--- config.mk ---
export PLATFORM = sky130hd
export DESIGN_NAME = qpu_ifu_irstage
export DESIGN_NICKNAME = d
export VERILOG_FILES = /design/src/rtl/qpu_ifu_irstage.sv
export SDC_FILE = /design/constraint.sdc
export NUM_CORES = 1
export LEC_CHECK = 0
export ABC_CLOCK_PERIOD_IN_PS = 2400
export CORE_ASPECT_RATIO = 0.6
export CORE_UTILIZATION = 30
export CTS_CLUSTER_DIAMETER = 60
export DETAILED_ROUTE_END_ITERATION = 7
export DONT_BUFFER_PORTS = 1
export PLACE_DENSITY = 0.49
export SLEW_MARGIN = 20
export SYNTH_ARGS = -nofsm -noshare
export SYNTH_HDL_FRONTEND = slang
export SYNTH_SLANG_ARGS = --single-unit
--- constraint.sdc ---
create_clock -name clk -period 2.4 [get_ports clk]
set_clock_uncertainty 0.2 [all_clocks]
set_input_delay 0.6 -clock clk [delete_from_list [all_inputs] [get_ports clk]]
set_output_delay 0.6 -clock clk [all_outputs]
set_load 0.02 [all_outputs]
--- src/rtl/qpu_ifu_irstage.sv ---
// qpu_ifu_irstage: fetch FSM with at most one ITCM fetch in flight, feeding a single IR register to the EXU.
// Optional static branch prediction is compiled in when QPU_IFU_BPU_EN is defined.
`ifndef QPU_PC_SIZE
`define QPU_PC_SIZE 32
`endif
`ifndef QPU_INSTR_SIZE
`define QPU_INSTR_SIZE 32
`endif
`ifndef QPU_RFIDX_REAL_WIDTH
`define QPU_RFIDX_REAL_WIDTH 5
`endif

module qpu_ifu_irstage #(
  parameter logic [`QPU_PC_SIZE-1:0] RESET_PC = {`QPU_PC_SIZE{1'b0}}
) (
  input  logic                             clk,
  input  logic                             rst_n,
  output logic                             ifu_active,
  output logic                             ifu_icb_cmd_valid,
  input  logic                             ifu_icb_cmd_ready,
  output logic [`QPU_PC_SIZE-1:0]          ifu_icb_cmd_addr,
  input  logic                             ifu_icb_rsp_valid,
  output logic                             ifu_icb_rsp_ready,
  input  logic [`QPU_INSTR_SIZE-1:0]       ifu_icb_rsp_rdata,
  output logic                             ifu_o_valid,
  input  logic                             ifu_o_ready,
  output logic [`QPU_INSTR_SIZE-1:0]       ifu_o_ir,
  output logic [`QPU_PC_SIZE-1:0]          ifu_o_pc,
  output logic                             ifu_o_prdt_taken,
  output logic [`QPU_RFIDX_REAL_WIDTH-1:0] ifu_o_rs1idx,
  output logic [`QPU_RFIDX_REAL_WIDTH-1:0] ifu_o_rs2idx,
  input  logic                             pipe_flush_req,
  output logic                             pipe_flush_ack,
  input  logic [`QPU_PC_SIZE-1:0]          pipe_flush_add_op1,
  input  logic [`QPU_PC_SIZE-1:0]          pipe_flush_add_op2
);

  localparam int PCW = `QPU_PC_SIZE;
  localparam int IRW = `QPU_INSTR_SIZE;
  localparam logic [PCW-1:0] PC_STEP = {{(PCW-3){1'b0}}, 3'b100};

  typedef enum logic [1:0] {
    ST_IDLE  = 2'd0,
    ST_FETCH = 2'd1,
    ST_WAIT  = 2'd2
  } state_e;

  state_e         state_q;
  logic [PCW-1:0] fetch_pc_q;
  logic [IRW-1:0] ir_q;
  logic [PCW-1:0] pc_q;
  logic           prdt_q;
  logic           ir_valid_q;

  logic           ir_hsk_s;
  logic           cmd_hsk_s;
  logic           flush_hsk_s;
  logic           rsp_load_s;
  logic [PCW-1:0] flush_pc_s;
  logic [PCW-1:0] nxt_pc_s;
  logic           prdt_taken_s;

  assign ifu_o_valid       = ir_valid_q & ~pipe_flush_req;
  assign ir_hsk_s          = ifu_o_valid & ifu_o_ready;
  // A new fetch may only start once the IR has room for its result.
  assign ifu_icb_cmd_valid = (state_q == ST_FETCH) & (~ir_valid_q | ir_hsk_s) & ~pipe_flush_req;
  assign ifu_icb_cmd_addr  = fetch_pc_q;
  assign cmd_hsk_s         = ifu_icb_cmd_valid & ifu_icb_cmd_ready;
  assign ifu_icb_rsp_ready = (state_q == ST_WAIT);
  assign pipe_flush_ack    = (state_q != ST_WAIT);
  assign flush_hsk_s       = pipe_flush_req & pipe_flush_ack;
  assign flush_pc_s        = pipe_flush_add_op1 + pipe_flush_add_op2;
  // A response landing while a redirect is pending belongs to the wrong path.
  assign rsp_load_s        = (state_q == ST_WAIT) & ifu_icb_rsp_valid & ~pipe_flush_req;
  assign ifu_active        = ~((state_q == ST_IDLE) & ~ir_valid_q);

  assign ifu_o_ir          = ir_q;
  assign ifu_o_pc          = pc_q;
  assign ifu_o_prdt_taken  = prdt_q;
  assign ifu_o_rs1idx      = ir_q[19:15];
  assign ifu_o_rs2idx      = ir_q[24:20];

`ifdef QPU_IFU_BPU_EN
  logic [6:0]     opc_s;
  logic           is_jal_s;
  logic           is_bxx_s;
  logic [PCW-1:0] jimm_s;
  logic [PCW-1:0] bimm_s;

  assign opc_s    = ifu_icb_rsp_rdata[6:0];
  assign is_jal_s = (opc_s == 7'b1101111);
  assign is_bxx_s = (opc_s == 7'b1100011);
  assign jimm_s   = {{(PCW-20){ifu_icb_rsp_rdata[31]}}, ifu_icb_rsp_rdata[19:12],
                     ifu_icb_rsp_rdata[20], ifu_icb_rsp_rdata[30:21], 1'b0};
  assign bimm_s   = {{(PCW-12){ifu_icb_rsp_rdata[31]}}, ifu_icb_rsp_rdata[7],
                     ifu_icb_rsp_rdata[30:25], ifu_icb_rsp_rdata[11:8], 1'b0};
  // Backward branches are predicted taken, forward ones not taken.
  assign prdt_taken_s = is_jal_s | (is_bxx_s & ifu_icb_rsp_rdata[31]);
  assign nxt_pc_s     = fetch_pc_q + (is_jal_s ? jimm_s : (prdt_taken_s ? bimm_s : PC_STEP));
`else
  assign prdt_taken_s = 1'b0;
  assign nxt_pc_s     = fetch_pc_q + PC_STEP;
`endif

  // Fetch FSM, IR register and fetch PC
  always_ff @(posedge clk or negedge rst_n) begin
    if (!rst_n) begin
      state_q    <= ST_IDLE;
      fetch_pc_q <= RESET_PC;
      ir_q       <= {IRW{1'b0}};
      pc_q       <= {PCW{1'b0}};
      prdt_q     <= 1'b0;
      ir_valid_q <= 1'b0;
    end else if (flush_hsk_s) begin
      state_q    <= ST_FETCH;
      fetch_pc_q <= flush_pc_s;
      ir_valid_q <= 1'b0;
    end else begin
      if (rsp_load_s) begin
        ir_q       <= ifu_icb_rsp_rdata;
        pc_q       <= fetch_pc_q;
        prdt_q     <= prdt_taken_s;
        fetch_pc_q <= nxt_pc_s;
        ir_valid_q <= 1'b1;
      end else if (ir_hsk_s) begin
        ir_valid_q <= 1'b0;
      end
      case (state_q)
        ST_IDLE:  state_q <= ST_FETCH;
        ST_FETCH: if (cmd_hsk_s) state_q <= ST_WAIT;
        ST_WAIT:  if (ifu_icb_rsp_valid) state_q <= ST_FETCH;
        default:  state_q <= ST_IDLE;
      endcase
    end
  end

endmodule

### Word level (Yosys, flattened, before mapping)

Cells that the tools add are included.

| storage, ports and cells | value |
|---|---|
| word-level logic and storage cells | 40 |
| output and inout bits | 112 |
| input bits | 102 |
| register bits after elaboration | 99 |

| cells by class | value |
|---|---|
| reductions and logical operators | 5 |
| eq/ne operators | 5 |
| add/sub/neg operators | 2 |
| multiplexer cells | 9 |
| bitwise gates (word level) | 14 |

Operators with widths:

| kind | number |
|---|---|
| two-way mux 32 bit | 2 |
| adder 32 x 3 -> 32 bit (second input constant) | 1 |
| adder 32 bit | 1 |
| bitwise AND 1 bit | 9 |
| two-way mux 2 bit | 3 |
| case mux 2 bit (3 select lines) | 1 |
| NOT 1 bit | 4 |
| AND reduction 2 bit | 2 |
| two-way mux 1 bit | 3 |
| != test 3 x 2 -> 1 bit (second input constant) | 1 |
| != test 3 bit (second input constant) | 1 |
| nonzero test 3 bit | 1 |
| == test 2 x 1 -> 1 bit (second input constant) | 1 |
| == test 2 bit (second input constant) | 1 |
| logical NOT 2 bit | 1 |
| != test 2 bit (second input constant) | 1 |
| nonzero test 2 bit | 1 |
| OR 1 bit | 1 |

### Logic depth before layout (Yosys ltp)

| logic depth | value |
|---|---|
| depth in word-level cells | 10 |
| mapped depth | 10 |
| gate-level depth less buffers | 10 |

### Least setup slack after synthesis

Ideal clock, no wire load.

| path | value |
|---|---|
| path kind | input port to flip-flop |
| from | input port pipe_flush_add_op1[26] |
| to | register fetch_pc_q[31] (netlist: ifu_icb_cmd_addr[31]) |
| stages on the path | 9 |
| setup slack | -0.524 ns |
| arrival time | 2.638 ns |
| cells stage by stage | ha_1 -> clkbuf_1 -> and4_1 -> nand3_1 -> or2_2 -> or2_2 -> o31ai_1 -> mux2_2 -> nor3_1 |

| on the way | value |
|---|---|
| longest elaborated chain between the ends | 2 |

RTL lines:

| item | line | source |
|---|---|---|
| from (decl) | 34 | `` input logic [`QPU_PC_SIZE-1:0] pipe_flush_add_op1, `` |
| adder 32 bit | 72 | `assign flush_pc_s = pipe_flush_add_op1 + pipe_flush_add_op2;` |
| two-way mux 32 bit | 114 | `end else if (flush_hsk_s) begin` |
| to (signal assigned) | 116 | `fetch_pc_q <= flush_pc_s;` |
| to (signal assigned) | 123 | `fetch_pc_q <= nxt_pc_s;` |
| to (decl) | 49 | `logic [PCW-1:0] fetch_pc_q;` |

Every way passes these cells.
A chain may end at the register's enable or synchronous reset.

### Final worst setup path

| path | value |
|---|---|
| from | input port pipe_flush_add_op2[14] |
| to | register fetch_pc_q[29] (netlist: ifu_icb_cmd_addr[29]) |

| on the way | value |
|---|---|
| longest elaborated chain between the ends | 2 |

RTL lines:

| item | line | source |
|---|---|---|
| from (decl) | 35 | `` input logic [`QPU_PC_SIZE-1:0] pipe_flush_add_op2 `` |
| adder 32 bit | 72 |  |
| two-way mux 32 bit | 114 |  |

Every way passes these cells.

==> out/qor.txt <==
Critical Path Source Type: input port
Clk buf depth: 2
Status: finished, violations left
Top post-synthesis cells by area: dfrtp_1 39%, nand2_1 15%, ha_1 6.3%, xnor2_1 3.5%, a21oi_1 3.1%
Initial Util: 31.11%
Die ar.: 21720 um^2
Clk slew on worst S/H paths: 0.07 ns
Worst Max-Slew Pin Slew: 0.6822 ns
Sink Count: 99
Yosys warnings: 0
PortBufs: 0
Overflow after GRT: 0
Setup slack, reg-to-reg: 0.19 ns
Tcrit/Tclk final: 98.65%
Slew HR: 54.52%
Pwr Total: 0.006258 W
Post-Syn Area: 6336 um^2
Crit Reg-Reg Endpoint: ifu_icb_cmd_addr[30]$_DFFE_PN0P_
Max VDD drop: 0.0005441 V
Switching part of the total power: 40.80%
Async SR Flop Fraction: 100.0%
Failing checks: negative hold slack
Filler instances: 2088
Via density: 4.922
TritonCTS clock tree: yes
Routed WL: 20.71 mm
# IOs: 214
Sequential power share: 46.0%
Minimum clock period: 2.368 ns
First-pass GRT wire length: 31.57 mm
Final Instance Area: 8160 um^2
Clock power share: 24.3%
Die span in y: 114.6 um
Worst reg2reg path depth: 7
CP Capture Type: flop
Rows: 40
Top FF cell, synth: dfrtp_1
Yosys cell types: 72
First-pass iteration count of the detailed router: 5
Routed Antenna Nets: 0
Diode count: 0
Vias in the first global route: 5364
Area Overhead vs Synth: 28.79%
Final Max Slew Viols: 0
DP HPWL: 16.17 mm
Sw power: 0.002554 W
WP data arrival: 2.41 ns
CTS Buf Count: 9
Internal power: 0.003705 W
Largest stage delay, worst path: 0.35 ns
Syn Nets: 901
H-Tree Depth: 3
Area occupied by multi-input gates: 3895 um^2
Fin Setup TNS: 0 ns
Max Cap Viol: 0
Power Dens Cells: 766.9 nW/um^2
Storage cell area: 2477 um^2
Reg-to-Reg Start: state_q[1]$_DFFE_PN0P_
Post-synthesis sequential area ratio: 39.10%
Crit Path Category: input port to flop
DRT iter0 DRCs: 370
Nets: 1004
Worst skew pair latency: 0.35 ns
Synth Register Bits: 99
Share of the synthesized area in the top cell type: 39.10%
WL/cell: 18.05 um
Min-Delay Path Class: input port to asynchronous set/reset pin
Max FO, Critical Path: 4
DR DRC count: 0
Slowest CP cell: or3_4
Crit path cell chain: ha_4 > nand4_4 > or3_4 > o311ai_2 > and3b_2 > o31a_1 > o311ai_1
Pin count of the biggest net entering global routing: 100
Dpl cells: 1127
Unrepaired setup endpoints after global routing: true
Final Setup Violations: 0
Fraction of layout cells with a size suffix above 1: 25.40%
Endpoints failing hold: 99
Core area: 20370 um^2
Vias: 5646
Gr usage total: 18.94%
Leak: 3.827 nW
DIE WIDTH: 189.6 um
Worst endpoint required time: 2.44 ns
Final std cells w/o fill: 1147
Post-Synthesis Cells: 766
F_max: 0.4224 GHz
Comb pwr share: 29.6%
Syn Area/Cell: 8.272 um^2
Post-synth EDFFs: 0
Post-DP Area: 7607 um^2
Final hold slack: -0.2627 ns
CTS root buffer: clkbuf_16
Utilization after layout: 40.06%
Initial antenna violation count: 0
Leading area contributor after synthesis: dfrtp_1
Routability congestion estimate: 0.8664
==> layout make-up <==
| class | count | area share, % |
|---|---|---|
| clock buffers | 10 | 2.806 |
| well taps | 273 | 4.186 |
| clock inverters | 6 | 0.9660 |
| multi-input cells | 604 | 47.73 |
| inverters | 11 | 0.5060 |
| repair buffers | 144 | 13.45 |
| flip-flops and latches | 99 | 30.36 |
==> kinds of logic (layout without fill, tap and decap cells) <==
logic type	Yosys count	count (layout)	share of synthesized area [%]
flip-flops	99	99	39.10
multiplexers	5	5	0.8294
XOR/XNOR	42	42	5.806
AO/OA/AOI/OAI	146	146	15.07
AND/OR/NAND/NOR	377	377	26.26
adder cells (fa/ha/maj)	33	33	6.635
other	1	1	0.05918
buffers and inverters	63	171	6.240
==> Yosys cell counts, drive strengths merged (5+ instances only) <==
cell	count
nand2	253
dfrtp	99
a21oi	39
o21ai	37
ha	32
nor2	31
buf	27
xnor2	25
clkbuf	24
nand4	21
nor3	19
xor2	17
a21o	12
and3	12
nand3	12
inv	11
a211oi	10
o31ai	8
and4	6
a221oi	5
==> worst max-delay path by stage <==
| stage | startpoint | to | slack (ns) | depth (start not counted) |
|---|---|---|---|---|
| after floorplan | pipe_flush_add_op2[14] | ifu_icb_cmd_addr[29]$_DFFE_PN0P_ | -0.33 | 9 |
| after global placement | pipe_flush_add_op2[4] | ifu_icb_cmd_addr[31]$_DFFE_PN0P_ | -0.49 | 8 |
| after detailed placement | pipe_flush_add_op1[3] | ifu_icb_cmd_addr[31]$_DFFE_PN0P_ | -0.50 | 8 |
| after CTS | pipe_flush_add_op1[3] | ifu_icb_cmd_addr[29]$_DFFE_PN0P_ | -0.006 | 9 |
| after global routing | pipe_flush_add_op2[1] | ifu_icb_cmd_addr[29]$_DFFE_PN0P_ | -0.04 | 9 |
| final | pipe_flush_add_op2[14] | ifu_icb_cmd_addr[29]$_DFFE_PN0P_ | 0.03 | 7 |
==> critical path, delay by kind of cell <==
family                   cells  cell delay [ns]
AO/OA/AOI/OAI                3             0.78
adder cells (fa/ha/maj)      1             0.28
AND/OR/NAND/NOR              3             0.76
==> power groups by stage <==
stage / Clock (W) / Combinational [W] / Sequential [W]
3_3_place_gp: 0 / 0.00177 / 0.00292
2_1_floorplan: 0 / 0.00106 / 0.00290
3_5_place_dp: 0 / 0.00178 / 0.00292
5_1_grt: 0.00163 / 0.00205 / 0.00294
4_1_cts: 0.00157 / 0.00179 / 0.00289
6_report: 0.00152 / 0.00186 / 0.00288
==> cells in the final DEF (no fill, tap or decap), types with 4 or more instances in the layout <==
cell type and n:
xnor2_1 25, o31ai_1 6, ha_1 19, dfrtp_1 99
a21oi_1 34, xor2_1 15, and3_1 12, a221oi_1 4
o21ai_1 6, o21ai_0 29, nor3_1 15, nor2_1 29
nand3_1 11, ha_4 13, and4_1 5, buf_4 142
a211oi_1 7, nand2_1 250, a21oi_2 4, clkbuf_16 9
inv_1 11, nor3_2 4, nand4_1 20, a21o_1 11
==> metrics by stage <==
stage / setup WS (ns) / hold WS, ns
2_1_floorplan: -0.3255 / 0.1044
3_3_place_gp: -0.4930 / 0.1061
3_5_place_dp: -0.4953 / 0.1067
4_1_cts: -0.006465 / -0.2827
5_1_grt: -0.04452 / -0.2838
6_report: 0.03233 / -0.2627
==> timing repair <==
item | 4_1_cts | 5_1_grt
pin swaps | 6 | 12
endpoints found under the hold margin | 99 | 99
resized for setup | 7 | 32
setup endpoints to repair | 7 | 16
setup buffers | 1 | 3
==> flip-flops by register name, indices dropped and copies added (netlist names) <==
signal / flops
ifu_o_pc: 32
state_q: 2
ifu_o_ir: 32
ifu_icb_cmd_addr: 32
ir_valid_q: 1
==> routing by layer <==
| metal | GRT usage (%) | vias up | wire (um) |
|---|---|---|---|
| met4 | 3.925 | 0 | 160 |
| met3 | 4.015 | 9 | 1232 |
| met2 | 24.42 | 182 | 7678 |
| met5 | 0 | - | 0 |
| met1 | 30.82 | 2613 | 11640 |
| li1 | - | 2842 | - |
No activity file was read; power rests on OpenSTA's default activity.
